**src/rtl/piradip_regmap_pkg.sv**
```systemverilog
// Shared register-map constants for piradip register clients.
package piradip_regmap_pkg;

    localparam int unsigned REG_NO_WIDTH  = 8;

    // Status register bit positions
    localparam int unsigned STS_NOT_EMPTY = 0;
    localparam int unsigned STS_FULL      = 1;
    localparam int unsigned STS_TLAST     = 2;
    localparam int unsigned STS_UNDERFLOW = 3;
    localparam int unsigned STS_COUNT_LSB = 8;

endpackage

```
**src/rtl/axi4s.sv**
```systemverilog
// Minimal AXI4-Stream bundle: tdata, tlast, tvalid, tready.
interface axi4s #(
    parameter int unsigned DATA_WIDTH = 32
);
    logic                  aclk;
    logic                  aresetn;
    logic [DATA_WIDTH-1:0] tdata;
    logic                  tlast;
    logic                  tvalid;
    logic                  tready;

    modport SUBORDINATE (
        input  aclk, aresetn, tdata, tlast, tvalid,
        output tready
    );

    modport MANAGER (
        output aclk, aresetn, tdata, tlast, tvalid,
        input  tready
    );
endinterface

```
**src/rtl/piradip_register_if.sv**
```systemverilog
// Simple register bus: one write port and one zero-latency read port.
interface piradip_register_if #(
    parameter int unsigned DATA_WIDTH = 32
);
    import piradip_regmap_pkg::*;

    logic                      aclk;
    logic                      aresetn;
    logic [REG_NO_WIDTH-1:0]   wreg_no;
    logic [DATA_WIDTH-1:0]     wreg_data;
    logic [DATA_WIDTH/8-1:0]   wstrb;
    logic                      wren;
    logic [REG_NO_WIDTH-1:0]   rreg_no;
    logic                      rden;
    logic [DATA_WIDTH-1:0]     rreg_data;

    modport CLIENT (
        input  aclk, aresetn, wreg_no, wreg_data, wstrb, wren, rreg_no, rden,
        output rreg_data
    );

    modport HOST (
        output aclk, aresetn, wreg_no, wreg_data, wstrb, wren, rreg_no, rden,
        input  rreg_data
    );
endinterface

```
**src/rtl/piradip_sync_fifo.sv**
```systemverilog
// Single-clock FIFO with show-ahead head output and synchronous flush.
module piradip_sync_fifo #(
    parameter int unsigned WIDTH = 33,
    parameter int unsigned DEPTH = 8
) (
    input  logic                       aclk,
    input  logic                       areset,
    input  logic                       push,
    input  logic                       pop,
    input  logic                       flush,
    input  logic [WIDTH-1:0]           din,
    output logic [WIDTH-1:0]           dout,
    output logic [$clog2(DEPTH):0]     count
);
    localparam int unsigned PW = $clog2(DEPTH);
    localparam int unsigned CW = PW + 1;

    logic [WIDTH-1:0] mem_q [DEPTH];
    logic [PW-1:0]    wr_ptr_q, wr_ptr_d;
    logic [PW-1:0]    rd_ptr_q, rd_ptr_d;
    logic [CW-1:0]    count_q, count_d;

    // Next pointer/count state; flush overrides any push or pop
    always_comb begin
        wr_ptr_d = wr_ptr_q;
        rd_ptr_d = rd_ptr_q;
        count_d  = count_q;
        if (flush) begin
            wr_ptr_d = '0;
            rd_ptr_d = '0;
            count_d  = '0;
        end else begin
            if (push) wr_ptr_d = wr_ptr_q + PW'(1);
            if (pop)  rd_ptr_d = rd_ptr_q + PW'(1);
            case ({push, pop})
                2'b10:   count_d = count_q + CW'(1);
                2'b01:   count_d = count_q - CW'(1);
                default: count_d = count_q;
            endcase
        end
    end

    // Pointer and count registers
    always_ff @(posedge aclk or posedge areset) begin
        if (areset) begin
            wr_ptr_q <= '0;
            rd_ptr_q <= '0;
            count_q  <= '0;
        end else begin
            wr_ptr_q <= wr_ptr_d;
            rd_ptr_q <= rd_ptr_d;
            count_q  <= count_d;
        end
    end

    // Storage array, intentionally not reset
    always_ff @(posedge aclk) begin
        if (push && !flush) mem_q[wr_ptr_q] <= din;
    end

    assign dout  = mem_q[rd_ptr_q];
    assign count = count_q;

endmodule

```
**src/rtl/piradip_stream_to_register.sv**
```systemverilog
// Buffers inbound stream beats and exposes them through a pop register plus status.
module piradip_stream_to_register
    import piradip_regmap_pkg::*;
#(
    parameter int unsigned DATA_WIDTH    = 32,
    parameter int unsigned DEPTH         = 8,
    parameter int unsigned DATA_REG_NO   = 0,
    parameter int unsigned STATUS_REG_NO = 1
) (
    input  logic               aclk,
    input  logic               areset,
    piradip_register_if.CLIENT reg_if,
    axi4s.SUBORDINATE          stream,
    output logic               irq
);
    localparam int unsigned CW = $clog2(DEPTH) + 1;

    logic [CW-1:0]         count;
    logic [DATA_WIDTH:0]   dout;
    logic                  data_rd_c, status_rd_c, flush_c;
    logic                  not_empty_c, full_c, tready_c, push_c, pop_c;
    logic                  underflow_q, underflow_d;
    logic [DATA_WIDTH-1:0] status_c, rdata_c;

    // Register-bus decode
    always_comb begin
        data_rd_c   = reg_if.rden && (reg_if.rreg_no == REG_NO_WIDTH'(DATA_REG_NO));
        status_rd_c = reg_if.rden && (reg_if.rreg_no == REG_NO_WIDTH'(STATUS_REG_NO));
        flush_c     = reg_if.wren && (reg_if.wreg_no == REG_NO_WIDTH'(STATUS_REG_NO))
                      && reg_if.wstrb[0] && reg_if.wreg_data[0];
    end

    // Flow control derived from registered occupancy
    always_comb begin
        not_empty_c = (count != '0);
        full_c      = (count == CW'(DEPTH));
        tready_c    = ~full_c & ~flush_c & ~areset;
        push_c      = stream.tvalid & tready_c;
        pop_c       = data_rd_c & not_empty_c;
    end

    piradip_sync_fifo #(
        .WIDTH (DATA_WIDTH + 1),
        .DEPTH (DEPTH)
    ) u_fifo (
        .aclk   (aclk),
        .areset (areset),
        .push   (push_c),
        .pop    (pop_c),
        .flush  (flush_c),
        .din    ({stream.tlast, stream.tdata}),
        .dout   (dout),
        .count  (count)
    );

    // Sticky underflow: set by an empty pop, cleared by reading status
    always_comb begin
        underflow_d = underflow_q;
        if (status_rd_c)                   underflow_d = 1'b0;
        else if (data_rd_c && !not_empty_c) underflow_d = 1'b1;
    end

    // Underflow register
    always_ff @(posedge aclk or posedge areset) begin
        if (areset) underflow_q <= 1'b0;
        else        underflow_q <= underflow_d;
    end

    // Status word assembly
    always_comb begin
        status_c                          = '0;
        status_c[STS_NOT_EMPTY]           = not_empty_c;
        status_c[STS_FULL]                = full_c;
        status_c[STS_TLAST]               = dout[DATA_WIDTH] & not_empty_c;
        status_c[STS_UNDERFLOW]           = underflow_q;
        status_c[STS_COUNT_LSB +: CW]     = count;
    end

    // Zero-latency read mux; unmatched register numbers return 0 for OR-combining
    always_comb begin
        rdata_c = '0;
        if (reg_if.rreg_no == REG_NO_WIDTH'(DATA_REG_NO))
            rdata_c = not_empty_c ? dout[DATA_WIDTH-1:0] : '0;
        else if (reg_if.rreg_no == REG_NO_WIDTH'(STATUS_REG_NO))
            rdata_c = status_c;
    end

    assign reg_if.rreg_data = rdata_c;
    assign stream.tready    = tready_c;
    assign irq              = not_empty_c;

endmodule
```
**src/flat_wrapper.sv**
```systemverilog
// flat-port wrapper written by rule: the top's interface ports become plain ports
module piradip_stream_to_register_flat import piradip_regmap_pkg::*;
#(
    parameter int unsigned DATA_WIDTH    = 32,
    parameter int unsigned DEPTH         = 8,
    parameter int unsigned DATA_REG_NO   = 0,
    parameter int unsigned STATUS_REG_NO = 1
)
  (aclk, areset, irq, reg_if_aclk, reg_if_aresetn, reg_if_wreg_no, reg_if_wreg_data, reg_if_wstrb, reg_if_wren, reg_if_rreg_no, reg_if_rden, reg_if_rreg_data, stream_aclk, stream_aresetn, stream_tdata, stream_tlast, stream_tvalid, stream_tready);
  piradip_register_if #(.DATA_WIDTH(DATA_WIDTH)) reg_if_i ();
  axi4s #(.DATA_WIDTH(DATA_WIDTH)) stream_i ();
  input  logic aclk;
  input  logic areset;
  output logic irq;
  input wire logic [$bits(reg_if_i.aclk)-1:0] reg_if_aclk;
  input wire logic [$bits(reg_if_i.aresetn)-1:0] reg_if_aresetn;
  input wire logic [$bits(reg_if_i.wreg_no)-1:0] reg_if_wreg_no;
  input wire logic [$bits(reg_if_i.wreg_data)-1:0] reg_if_wreg_data;
  input wire logic [$bits(reg_if_i.wstrb)-1:0] reg_if_wstrb;
  input wire logic [$bits(reg_if_i.wren)-1:0] reg_if_wren;
  input wire logic [$bits(reg_if_i.rreg_no)-1:0] reg_if_rreg_no;
  input wire logic [$bits(reg_if_i.rden)-1:0] reg_if_rden;
  output wire logic [$bits(reg_if_i.rreg_data)-1:0] reg_if_rreg_data;
  input wire logic [$bits(stream_i.aclk)-1:0] stream_aclk;
  input wire logic [$bits(stream_i.aresetn)-1:0] stream_aresetn;
  input wire logic [$bits(stream_i.tdata)-1:0] stream_tdata;
  input wire logic [$bits(stream_i.tlast)-1:0] stream_tlast;
  input wire logic [$bits(stream_i.tvalid)-1:0] stream_tvalid;
  output wire logic [$bits(stream_i.tready)-1:0] stream_tready;
  assign reg_if_i.aclk = reg_if_aclk;
  assign reg_if_i.aresetn = reg_if_aresetn;
  assign reg_if_i.wreg_no = reg_if_wreg_no;
  assign reg_if_i.wreg_data = reg_if_wreg_data;
  assign reg_if_i.wstrb = reg_if_wstrb;
  assign reg_if_i.wren = reg_if_wren;
  assign reg_if_i.rreg_no = reg_if_rreg_no;
  assign reg_if_i.rden = reg_if_rden;
  assign reg_if_rreg_data = reg_if_i.rreg_data;
  assign stream_i.aclk = stream_aclk;
  assign stream_i.aresetn = stream_aresetn;
  assign stream_i.tdata = stream_tdata;
  assign stream_i.tlast = stream_tlast;
  assign stream_i.tvalid = stream_tvalid;
  assign stream_tready = stream_i.tready;
  piradip_stream_to_register #(.DATA_WIDTH(DATA_WIDTH), .DEPTH(DEPTH), .DATA_REG_NO(DATA_REG_NO), .STATUS_REG_NO(STATUS_REG_NO)) u_core (.aclk(aclk), .areset(areset), .reg_if(reg_if_i), .stream(stream_i), .irq(irq));
endmodule
```
**config.mk**
```make
export PLATFORM = sky130hd
export DESIGN_NAME = piradip_stream_to_register_flat
export DESIGN_NICKNAME = d
export VERILOG_FILES = /design/src/rtl/piradip_regmap_pkg.sv /design/src/rtl/axi4s.sv /design/src/rtl/piradip_register_if.sv /design/src/rtl/piradip_sync_fifo.sv /design/src/rtl/piradip_stream_to_register.sv /design/src/flat_wrapper.sv
export SDC_FILE = /design/constraint.sdc
export NUM_CORES = 1
export LEC_CHECK = 0
export CAP_MARGIN = 20
export CORE_AREA = 2 2 150 152
export DETAILED_ROUTE_END_ITERATION = 8
export DIE_AREA = 0 0 152 154
export GPL_ROUTABILITY_DRIVEN = 0
export PLACE_DENSITY_LB_ADDON = 0.15
export SYNTH_ARGS = -nofsm -noshare
export SYNTH_HDL_FRONTEND = slang
export SYNTH_SLANG_ARGS = --single-unit
```
**constraint.sdc**
```tcl
create_clock -name aclk -period 6.25 [get_ports aclk]
set_clock_uncertainty 0.15 [all_clocks]
set_input_delay 1.25 -clock aclk [delete_from_list [all_inputs] [get_ports aclk]]
set_output_delay 1.25 -clock aclk [all_outputs]
set_load 0.005 [all_outputs]
```
==> metrics.yaml, run 1 <==
status:
  outcome: "completed"
timing:
  fmax_ghz: 0.192
  final.period_utilization_pct: 83.1
  slew_violations: 0
  rsz0062_at_grt: "false"
  finalSetupViolCount: 0
  finalHoldViolCount: 0
  worst_pin_slew_ns: 0.848
  fin_tns_setup_ns: 0
  slew_headroom_pct: 42.7
  min_period_ns: 5.20
yosys:
  syn_nets: 615
  syn_avg_cell_area_sq_um: 21.0
  synth_most_common_cell: "edfxtp_1"
  synth-seq-cells: 275
  synth.area.top_cells: "edfxtp_1 73%, mux4_2 14%, mux2i_1 3.3%, dfrtp_1 2.6%, nor2_1 1.4%"
  synth.top_cell.area_share_pct: 73.5
  synth.distinct_cells: 37
  synth_area_sq_um: 10800
  postSynthCellCount: 515
  synth_ff_type: "edfxtp_1"
  ys_seq_area_share_pct: 76.0
  synth_top_cell_by_area: "edfxtp_1"
  synthArstFlopShare_pct: 4.00
  yosys_warnings: 0
  synth_common_cells: "264 x edfxtp_1, 65 x mux4_2, 40 x nor2_1"
  synth-edff-count: 264
setup_path:
  path_buf_inv: 3
  cp-start-kind: "input pin"
  cpMaxStageDelayCell: "or4_1"
  required_ns: 4.85
  cp_num_cells: 6
  path_cells: "clkdlybuf4s50_1 -> or4_1 -> or4_1 -> buf_4 -> nor2_1 -> clkdlybuf4s50_1"
  path_max_fanout: 37
  crit_type: "input pin to primary output"
  r2r_end: "u_core.u_fifo.mem_q[1][28]$_DFFE_PP_"
  worstRegToRegCells: 5
  regToRegSetupSlack_ns: 2.76
  cp-end-kind: "primary output"
  cp-endpoint: "reg_if_rreg_data[29]"
  timing.rr.start: "u_core.u_fifo.count[0]$_DFFE_PP0P_"
  crit_path_start: "reg_if_rreg_no[5]"
  critPathMaxStageDelay_ns: 0.54
  crit_family: "simple AND/OR/NAND/NOR gates"
  arrival_ns: 3.80
clock_network:
  hold_buffers: 0
  clk_path_buf_depth: 3
  cts_setup_buffers: 0
  htree_levels: 1
  path_clk_slew_ns: 0.06
  root_buffer: "clkbuf_16"
  cts_resized: 0
  numCtsBuffers: 27
  cts_tree: "yes"
  cts.sinks: 275
  clk_latency_ns: 0.53
finish:
  final_nets: 720
  area_delta_synth_final_pct: 20.7
  fillers: 1561
  ff_latch_area_sq_um: 8210
  multiInputGateArea_sq_um: 2530
  final_core_util_pct: 60.0
  drive_gt1_share_pct: 21.6
floorplanning:
  initial_core_util_pct: 49.8
  dieArea_sq_um: 23400
  coreArea_sq_um: 21700
  ioPinCount: 128
  die_y_um: 154
  row_count: 54
  die_w_um: 152
power_and_ir_drop:
  max-vdd-ir-drop_mv: 0.206
  total_power_mw: 4.25
  power.leakage_nw: 4.01
  power_density_nw_per_um2: 326
global_routing:
  grt_max_degree: 45
  grt_overflow: 0
  grt_pass1_vias: 5634
  grt_pass1_wl_mm: 32.8
  antenna_found_initial: 1
  global_route.usage.total_pct: 18.3
worst_hold_path:
  worstHoldPathCells: 2
  min_path_type: "flop to flop"
job:
  maxCapViolCount: 0
placement:
  port-buffer-count: 89
  hpwlAfterDp_mm: 11.9
detailed_routing:
  antenna_left: 0
  drtIter0Drc: 312
  routed_wl_mm: 21.1
  first_pass_iters: 6
  vias: 5177
  drc_errors: 0
  wl_per_cell_um: 22.9
  vias_per_cell: 5.62
how the worst min path moves through the flow:
stage,startpoint,end,slack [ns]
detailed placement,u_core.u_fifo.wr_ptr_q[0]$_DFFE_PP0P_,u_core.u_fifo.wr_ptr_q[0]$_DFFE_PP0P_,0.44
finish,u_core.u_fifo.wr_ptr_q[0]$_DFFE_PP0P_,u_core.u_fifo.wr_ptr_q[0]$_DFFE_PP0P_,0.46
floorplan,u_core.underflow_q$_DFFE_PP0P_,u_core.underflow_q$_DFFE_PP0P_,0.37
global route,u_core.u_fifo.wr_ptr_q[0]$_DFFE_PP0P_,u_core.u_fifo.wr_ptr_q[0]$_DFFE_PP0P_,0.48
global placement,u_core.underflow_q$_DFFE_PP0P_,u_core.underflow_q$_DFFE_PP0P_,0.41
CTS,u_core.u_fifo.wr_ptr_q[0]$_DFFE_PP0P_,u_core.u_fifo.wr_ptr_q[0]$_DFFE_PP0P_,0.46
tightest hold or removal path, delay by kind of cell (launching register included):
kind                      cells  cell delay (ns)
and+or+nand+nor               1             0.07
xor gates and xnor gates      1             0.09
DFF                           1             0.41
metal layers:
layer / vias to the layer above / wire length [um] / GRT usage [%]
met5: - / 0 / 0
met2: 138 / 10600 / 31.9
met1: 2686 / 9080 / 24.8
met4: 0 / 292 / 4.05
li1: 2329 / - / -
met3: 24 / 1050 / 3.02
cell type report:
cell class,count,share of cell area (%)
sequential,275,63.1
multi-input combinational,208,19.4
timing repair buffer,103,7.90
clock buffer,29,5.25
tap,280,2.69
clock inverter,20,1.55
inverter,5,0.144
antenna,1,0.0192
state kept, by name (all words and copies together), names as in the netlist:
| name | cells |
|---|---|
| u_core.u_fifo.rd_ptr_q | 3 |
| u_core.u_fifo.wr_ptr_q | 3 |
| u_core.underflow_q | 1 |
| u_core.u_fifo.mem_q | 264 |
| u_core.u_fifo.count | 4 |
stage by stage:
| stage | cell area, sq um | setup WS (ns) | std cells | hold slack (ns) |
|---|---|---|---|---|
| 2_1_floorplan | 10800 | 1.11 | 515 | 0.365 |
| 3_3_place_gp | 12100 | 1.06 | 870 | 0.412 |
| 3_5_place_dp | 12100 | 1.04 | 871 | 0.443 |
| 4_1_cts | 13000 | 1.02 | 920 | 0.455 |
| 5_1_grt | 13000 | 0.916 | 921 | 0.483 |
| 6_report | 13000 | 1.05 | 921 | 0.456 |
where the power goes:
part           switching, mW  total, mW  internal [mW]
sequential            0.0803       2.26           2.18
combinational          0.213      0.388          0.175
clock                  0.644       1.60          0.953
cells in the final DEF (no fill, tap or decap), drive strengths merged, types with 11 or more instances in the layout:
cell / n
buf: 14
clkbuf: 29
clkdlybuf4s50: 89
clkinv: 15
dfrtp: 11
edfxtp: 264
mux2i: 36
mux4: 65
nor2: 40
cells by family after synthesis:
logic type	count (synthesis)	share of synthesized area, %
AND/OR/NAND/NOR	73	3.40
flip-flops	275	76.0
AO/OA/AOI/OAI	22	1.35
multiplexers	102	17.0
adder cells (fa/ha/maj)	6	0.696
XOR/XNOR	5	0.406
buffers and inverters	32	1.14
(Power assumes the default switching activity.)
==> run 2: changes to the inputs <==
==> constraint.sdc (replaced) <==
create_clock -name aclk -period 4.35 [get_ports aclk]
set_clock_uncertainty 0.15 [all_clocks]
set_input_delay 0.87 -clock aclk [delete_from_list [all_inputs] [get_ports aclk]]
set_output_delay 0.87 -clock aclk [all_outputs]
set_load 0.005 [all_outputs]
==> run 2 against run 1 <==
Effect of this change: cell count increased by 1.4%; sequential cell count unchanged; clock-buffer cell count grew 3; first-iteration DRC count rose by 24%; critical path depth did not move; routed wire length up 1.0%; sequential share of layout area is 0.21 points lower; utilization rose by 0.20 points; global-route usage grew 0.11 points; register-to-register slack got worse by 1.7 ns; via count grew 2.0%; final area grew 0.33%; largest power group unchanged.
==> metrics.yaml, run 2 (synthesis results as in run 1) <==
finish:
  fillers: 1565  # was 1,561
  final_nets: 733  # was 720
  final_cell_mix: "264 x edfxtp_1, 88 x clkdlybuf4s50_1, 65 x mux4_2"  # was 264 x edfxtp_1, 89 x clkdlybuf4s50_1, 65 x mux4_2
  drive_gt1_share_pct: 22.5  # was 21.6%
  largest_reg_flops: 264  # unchanged
  ff_latch_area_sq_um: 8210  # unchanged
  area_delta_synth_final_pct: 21.1  # was 20.7%
  diodes: 0  # was 1
  final_core_util_pct: 60.2  # was 60.0%
  layout.cells.non_filler: 934  # was 921
  mostFrequentLayoutCell: "edfxtp_1"  # unchanged
  regMostFlops: "u_core.u_fifo.mem_q"  # unchanged
  multiInputGateArea_sq_um: 2550  # was 2530 sq um
  design_area_sq_um: 13100  # was 13,000 sq um
floorplanning:
  ioPinCount: 128  # unchanged
  die_y_um: 154  # unchanged
  dieArea_sq_um: 23400  # unchanged
  die_w_um: 152  # unchanged
  initial_core_util_pct: 49.8  # unchanged
  coreArea_sq_um: 21700  # unchanged
  row_count: 54  # unchanged
clock_network:
  hold_buffers: 0  # unchanged
  cts.sinks: 275  # unchanged
  htree_levels: 1  # unchanged
  clk_path_buf_depth: 3  # unchanged
  clk_latency_ns: 0.52  # was 0.53 ns
  numCtsBuffers: 27  # unchanged
  cts_tree: "yes"  # unchanged
  path_clk_slew_ns: 0.06  # about the same
  root_buffer: "clkbuf_16"  # unchanged
  cts_setup_buffers: 0  # unchanged
timing:
  finalSetupViolCount: 0  # unchanged
  fin_hold_ws_ns: 0.433  # was 0.456 ns
  fmax_ghz: 0.235
  final.period_utilization_pct: 97.9
  fin_tns_setup_ns: 0  # unchanged
  rsz0062_at_grt: "false"  # unchanged
  slew_headroom_pct: 35.4  # was 42.7%
  finalHoldViolCount: 0  # unchanged
  min_period_ns: 4.26
  finalWorstSetupSlack_ns: 0.0916  # was 1.05 ns
  worst_pin_slew_ns: 0.967  # was 0.848 ns
  slew_violations: 0  # unchanged
detailed_routing:
  drc_errors: 0  # unchanged
  vias_per_cell: 5.66  # was 5.62
  first_pass_iters: 4  # was 6
  routed_wl_mm: 21.3  # was 21.1 mm
  vias: 5283  # was 5,177
  drtIter0Drc: 387  # was 312
  antenna_left: 0  # unchanged
  wl_per_cell_um: 22.8  # was 22.9 um
global_routing:
  grt_busiest_layer: "met2"  # unchanged
  grt_max_degree: 39  # was 45
  grtUsageMet1_pct: 25.6  # was 24.8%
  global_route.usage.total_pct: 18.5  # was 18.3%
  use_met2_pct: 31.4  # was 31.9%
  met3_usage_pct: 3.02  # unchanged
  grt_pass1_vias: 5689  # was 5,634
  grt_pass1_wl_mm: 33.2  # was 32.8 mm
  grt_overflow: 0  # unchanged
  antenna_found_initial: 0  # was 1
placement:
  hpwlAfterDp_mm: 12.6  # was 11.9 mm
  dp.cells: 884  # was 871
  place_ws_ns: -0.103  # was 1.04 ns
  port-buffer-count: 89  # unchanged
  place_area_sq_um: 12300  # was 12,100 sq um
setup_path:
  timing.rr.start: "u_core.u_fifo.count[0]$_DFFE_PP0P_"  # unchanged
  arrival_ns: 3.24  # was 3.80 ns
  cp-end-kind: "primary output"  # unchanged
  worstRegToRegCells: 5  # unchanged
  path_max_fanout: 11  # was 37
  crit_type: "input pin to primary output"  # unchanged
  r2r_end: "u_core.u_fifo.mem_q[2][21]$_DFFE_PP_"  # was u_core.u_fifo.mem_q[1][28]$_DFFE_PP_
  regToRegSetupSlack_ns: 1.10  # was 2.76 ns
  required_ns: 3.33  # was 4.85 ns
  cp-start-kind: "input pin"  # unchanged
worst_hold_path:
  min_path_type: "flop to flop"  # unchanged
  hold_start: "u_core.underflow_q$_DFFE_PP0P_"  # was u_core.u_fifo.wr_ptr_q[0]$_DFFE_PP0P_
  worstHoldPathCells: 2  # unchanged
  worstHoldEndpoint: "u_core.underflow_q$_DFFE_PP0P_"  # was u_core.u_fifo.wr_ptr_q[0]$_DFFE_PP0P_
power_and_ir_drop:
  power_density_nw_per_um2: 456  # was 326 nW/um^2
  power.leakage_nw: 4.06  # was 4.01 nW
  max-vdd-ir-drop_mv: 0.329  # was 0.206 mV
  total_power_mw: 5.96  # was 4.25 mW
status:
  outcome: "completed"  # unchanged
job:
  maxCapViolCount: 0  # unchanged
==> run 2: what timing repair did <==
action | in CTS | in global routing
pin swaps | 0 | 1
setup endpoints to repair | 11 | 10
gates resized for setup | 2 | 2
==> run 2: area by class of cell <==
cell class              count  share of cell area, %
flip-flops and latches    275                   62.8
multi-input cells         208                   19.5
repair buffers            116                   8.70
clock buffers              32                   5.31
well taps                 280                   2.68
clock inverters            18                  0.824
inverters                   5                  0.144
==> run 2: how the worst max path moves through the flow <==
stage                 startpoint                                   to  depth (start not counted)
2_1_floorplan             areset  u_core.u_fifo.mem_q[2][0]$_DFFE_PP_                          3
3_3_place_gp   reg_if_rreg_no[5]                 reg_if_rreg_data[12]                          6
3_5_place_dp   reg_if_rreg_no[5]                 reg_if_rreg_data[12]                          6
4_1_cts        reg_if_rreg_no[5]                 reg_if_rreg_data[12]                          6
5_1_grt        reg_if_rreg_no[5]                  reg_if_rreg_data[9]                          6
6_report       reg_if_rreg_no[5]                 reg_if_rreg_data[16]                          6
==> run 2: routing by layer <==
layer	vias up	part of all wire, %
li1	2360	-
met1	2736	42
met2	173	50
met3	14	7.0
met4	0	0.78
met5	-	0
==> run 2: critical path, stage by stage <==
cell and delay [ns]:
clkdlybuf4s50_1 0.40, or4_1 0.55, or4_4 0.54, buf_6 0.19, nor2_1 0.16, clkdlybuf4s50_1 0.53
==> run 2: power by group <==
group | total [mW] | switching (mW) | internal, mW
clock | 2.11 | 0.920 | 1.19
sequential | 3.26 | 0.123 | 3.14
combinational | 0.587 | 0.319 | 0.268
total | 5.96 | 1.36 | 4.60
==> run 3: changes to the inputs <==
--- a/config.mk
+++ b/config.mk
@@ -5,10 +5,11 @@
 export SDC_FILE = /design/constraint.sdc
 export NUM_CORES = 1
 export LEC_CHECK = 0
+export ABC_CLOCK_PERIOD_IN_PS = 4350
 export CAP_MARGIN = 20
-export CORE_AREA = 2 2 150 152
+export CORE_AREA = 2 2 193 195
 export DETAILED_ROUTE_END_ITERATION = 8
-export DIE_AREA = 0 0 152 154
+export DIE_AREA = 0 0 195 197
 export GPL_ROUTABILITY_DRIVEN = 0
 export PLACE_DENSITY_LB_ADDON = 0.15
 export SYNTH_ARGS = -nofsm -noshare
==> run 3 against run 2 <==
Effect of this change: total power grew 8.9%; die area grew 64%; first-iteration DRC count shrank 17%.
==> metrics.yaml, run 3 (synthesis results as in run 1) <==
clock_network:
  htree_levels: 1  # unchanged
  numCtsBuffers: 30  # was 27
  clk_path_buf_depth: 3  # unchanged
  cts_tree: "yes"  # unchanged
  cts.sinks: 275  # unchanged
  root_buffer: "clkbuf_16"  # unchanged
  hold_buffers: 0  # unchanged
  cts_setup_buffers: 0  # unchanged
  clk_latency_ns: 0.54  # was 0.52 ns
  path_clk_slew_ns: 0.06  # about the same
global_routing:
  grt_overflow: 0  # unchanged
  grt_pass1_wl_mm: 37.1  # was 33.2 mm
  global_route.usage.total_pct: 13.0  # was 18.5%
  grt_pass1_vias: 5866  # was 5,689
  grt_max_degree: 37  # was 39
  antenna_found_initial: 1  # was 0
timing:
  finalHoldViolCount: 0  # unchanged
  finalSetupViolCount: 0  # unchanged
  final.period_utilization_pct: 98.7  # was 97.9%
  finalWorstSetupSlack_ns: 0.0556  # was 0.0916 ns
  fmax_ghz: 0.233  # was 0.235 GHz
  worst_pin_slew_ns: 0.970  # was 0.967 ns
  min_period_ns: 4.29  # was 4.26 ns
  rsz0062_at_grt: "true"  # was false
  slew_headroom_pct: 35.2  # was 35.4%
  fin_tns_setup_ns: 0  # unchanged
  slew_violations: 0  # unchanged
  fin_hold_ws_ns: 0.411  # was 0.433 ns
finish:
  design_area_sq_um: 13600  # was 13,100 sq um
  layout.cells.non_filler: 1128  # was 934
  fillers: 3344  # was 1,565
  area_delta_synth_final_pct: 26.1  # was 21.1%
  mostFrequentLayoutCell: "edfxtp_1"  # unchanged
  diodes: 0  # unchanged
  final_core_util_pct: 37.5  # was 60.2%
  final_nets: 736  # was 733
  regMostFlops: "u_core.u_fifo.mem_q"  # unchanged
  largest_reg_flops: 264  # unchanged
  final_cell_mix: "264 x edfxtp_1, 81 x clkdlybuf4s50_1, 65 x mux4_2"  # was 264 x edfxtp_1, 88 x clkdlybuf4s50_1, 65 x mux4_2
  drive_gt1_share_pct: 23.6  # was 22.5%
power_and_ir_drop:
  pwr-share-seq_pct: 50.1  # was 54.7%
  combPwrFrac_pct: 9.4  # was 9.8%
  p_sw_share_pct: 22.1  # was 22.8%
  p_clk_share_pct: 40.5  # was 35.5%
  power.leakage_nw: 4.32  # was 4.06 nW
  p_int_mw: 5.06  # was 4.60 mW
  p_sw_mw: 1.43  # was 1.36 mW
  power_density_nw_per_um2: 477  # was 456 nW/um^2
  total_power_mw: 6.49  # was 5.96 mW
  max-vdd-ir-drop_mv: 0.338  # was 0.329 mV
floorplanning:
  ioPinCount: 128  # unchanged
  dieArea_sq_um: 38400  # was 23,400 sq um
  initial_core_util_pct: 29.8  # was 49.8%
  die_y_um: 197  # was 154 um
  coreArea_sq_um: 36300  # was 21,700 sq um
  die_w_um: 195  # was 152 um
  row_count: 70  # was 54
placement:
  place_area_sq_um: 12500  # was 12,300 sq um
  hpwlAfterDp_mm: 14.2  # was 12.6 mm
  place_ws_ns: -0.128  # was -0.103 ns
  port-buffer-count: 89  # unchanged
  dp.cells: 1071  # was 884
detailed_routing:
  drc_errors: 0  # unchanged
  drtIter0Drc: 323  # was 387
  routed_wl_mm: 24.8  # was 21.3 mm
  vias: 5287  # was 5,283
  first_pass_iters: 6  # was 4
  vias_per_cell: 4.69  # was 5.66
  antenna_left: 0  # unchanged
  wl_per_cell_um: 22.0  # was 22.8 um
worst_hold_path:
  worstHoldPathCells: 2  # unchanged
  min_path_type: "flop to flop"  # unchanged
setup_path:
  required_ns: 3.33  # about the same
  path_max_fanout: 19  # was 11
  path_cells: "clkdlybuf4s50_1 -> or4_4 -> or4_4 -> buf_12 -> nor2_1 -> clkdlybuf4s50_1"  # was clkdlybuf4s50_1 -> or4_1 -> or4_4 -> buf_6 -> nor2_1 -> clkdlybuf4s50_1
  critPathMaxStageDelay_ns: 0.58  # was 0.55 ns
  cp_num_cells: 6  # unchanged
  cp-end-kind: "primary output"  # unchanged
  cpMaxStageDelayCell: "or4_4"  # was or4_1
  crit_family: "simple AND/OR/NAND/NOR gates"  # unchanged
  worstRegToRegCells: 10  # was 5
  crit_type: "input pin to primary output"  # unchanged
  cp-start-kind: "input pin"  # unchanged
  arrival_ns: 3.27  # was 3.24 ns
  path_buf_inv: 3  # unchanged
job:
  maxCapViolCount: 0  # unchanged
status:
  outcome: "completed"  # unchanged
==> run 3: cell count changes in the layout (fill, tap and decap cells not counted), sizes merged <==
cell           change
inv                -1
bufinv             +5
clkdlybuf4s50      -7
clkinv             -3
dlymetal6s2s       +7
clkbuf             +5
==> run 3: per-layer routing <==
layer / part of all wire [%] / track usage, % / vias up
met3: 5.1 / 2.36 / 33
met1: 44 / 17.2 / 2755
li1: - / - / 2370
met4: 1.6 / 3.17 / 2
met5: 0.052 / 0 / -
met2: 49 / 22.3 / 127
==> run 3: power groups by stage <==
stage	Combinational [mW]	Clock [mW]	Sequential, mW
2_1_floorplan	0.354	0	3.26
3_3_place_gp	0.618	0	3.30
3_5_place_dp	0.631	0	3.32
4_1_cts	0.635	2.71	3.26
5_1_grt	0.677	2.81	3.28
6_report	0.611	2.63	3.26
==> run 3: layout make-up <==
type	count	area (sq um)	area share, %
inverters	5	18.8	0.138
clock buffers	37	798	5.86
flip-flops and latches	275	8210	60.3
clock inverters	19	236	1.74
multi-input cells	208	2550	18.8
repair buffers	116	1210	8.88
well taps	468	586	4.30
==> run 3: timing repair <==
action | in CTS | in global routing
resized for setup | 2 | 11
setup endpoints to repair | 30 | 20
cloned | 1 | 0
pin swaps | 1 | 0
==> run 3: tightest hold or removal path, stage by stage (launching register included) <==
cell     delay (ns)
dfrtp_1        0.34
a31oi_1        0.04
a31oi_1        0.13
==> run 3: worst paths after layout <==
check | end | from | slack (ns)
setup reg to reg | u_core.u_fifo.count[3]$_DFFE_PP0P_ | u_core.u_fifo.count[0]$_DFFE_PP0P_ | 1.24
hold / removal | u_core.underflow_q$_DFFE_PP0P_ | u_core.underflow_q$_DFFE_PP0P_ | 0.41
hold reg to reg | u_core.underflow_q$_DFFE_PP0P_ | u_core.underflow_q$_DFFE_PP0P_ | 0.41
setup / recovery | reg_if_rreg_data[28] | reg_if_rreg_no[5] | 0.06
max in group asynchronous | u_core.u_fifo.rd_ptr_q[1]$_DFFE_PP0P_ | areset | 3.13
min in group asynchronous | u_core.underflow_q$_DFFE_PP0P_ | areset | 0.59
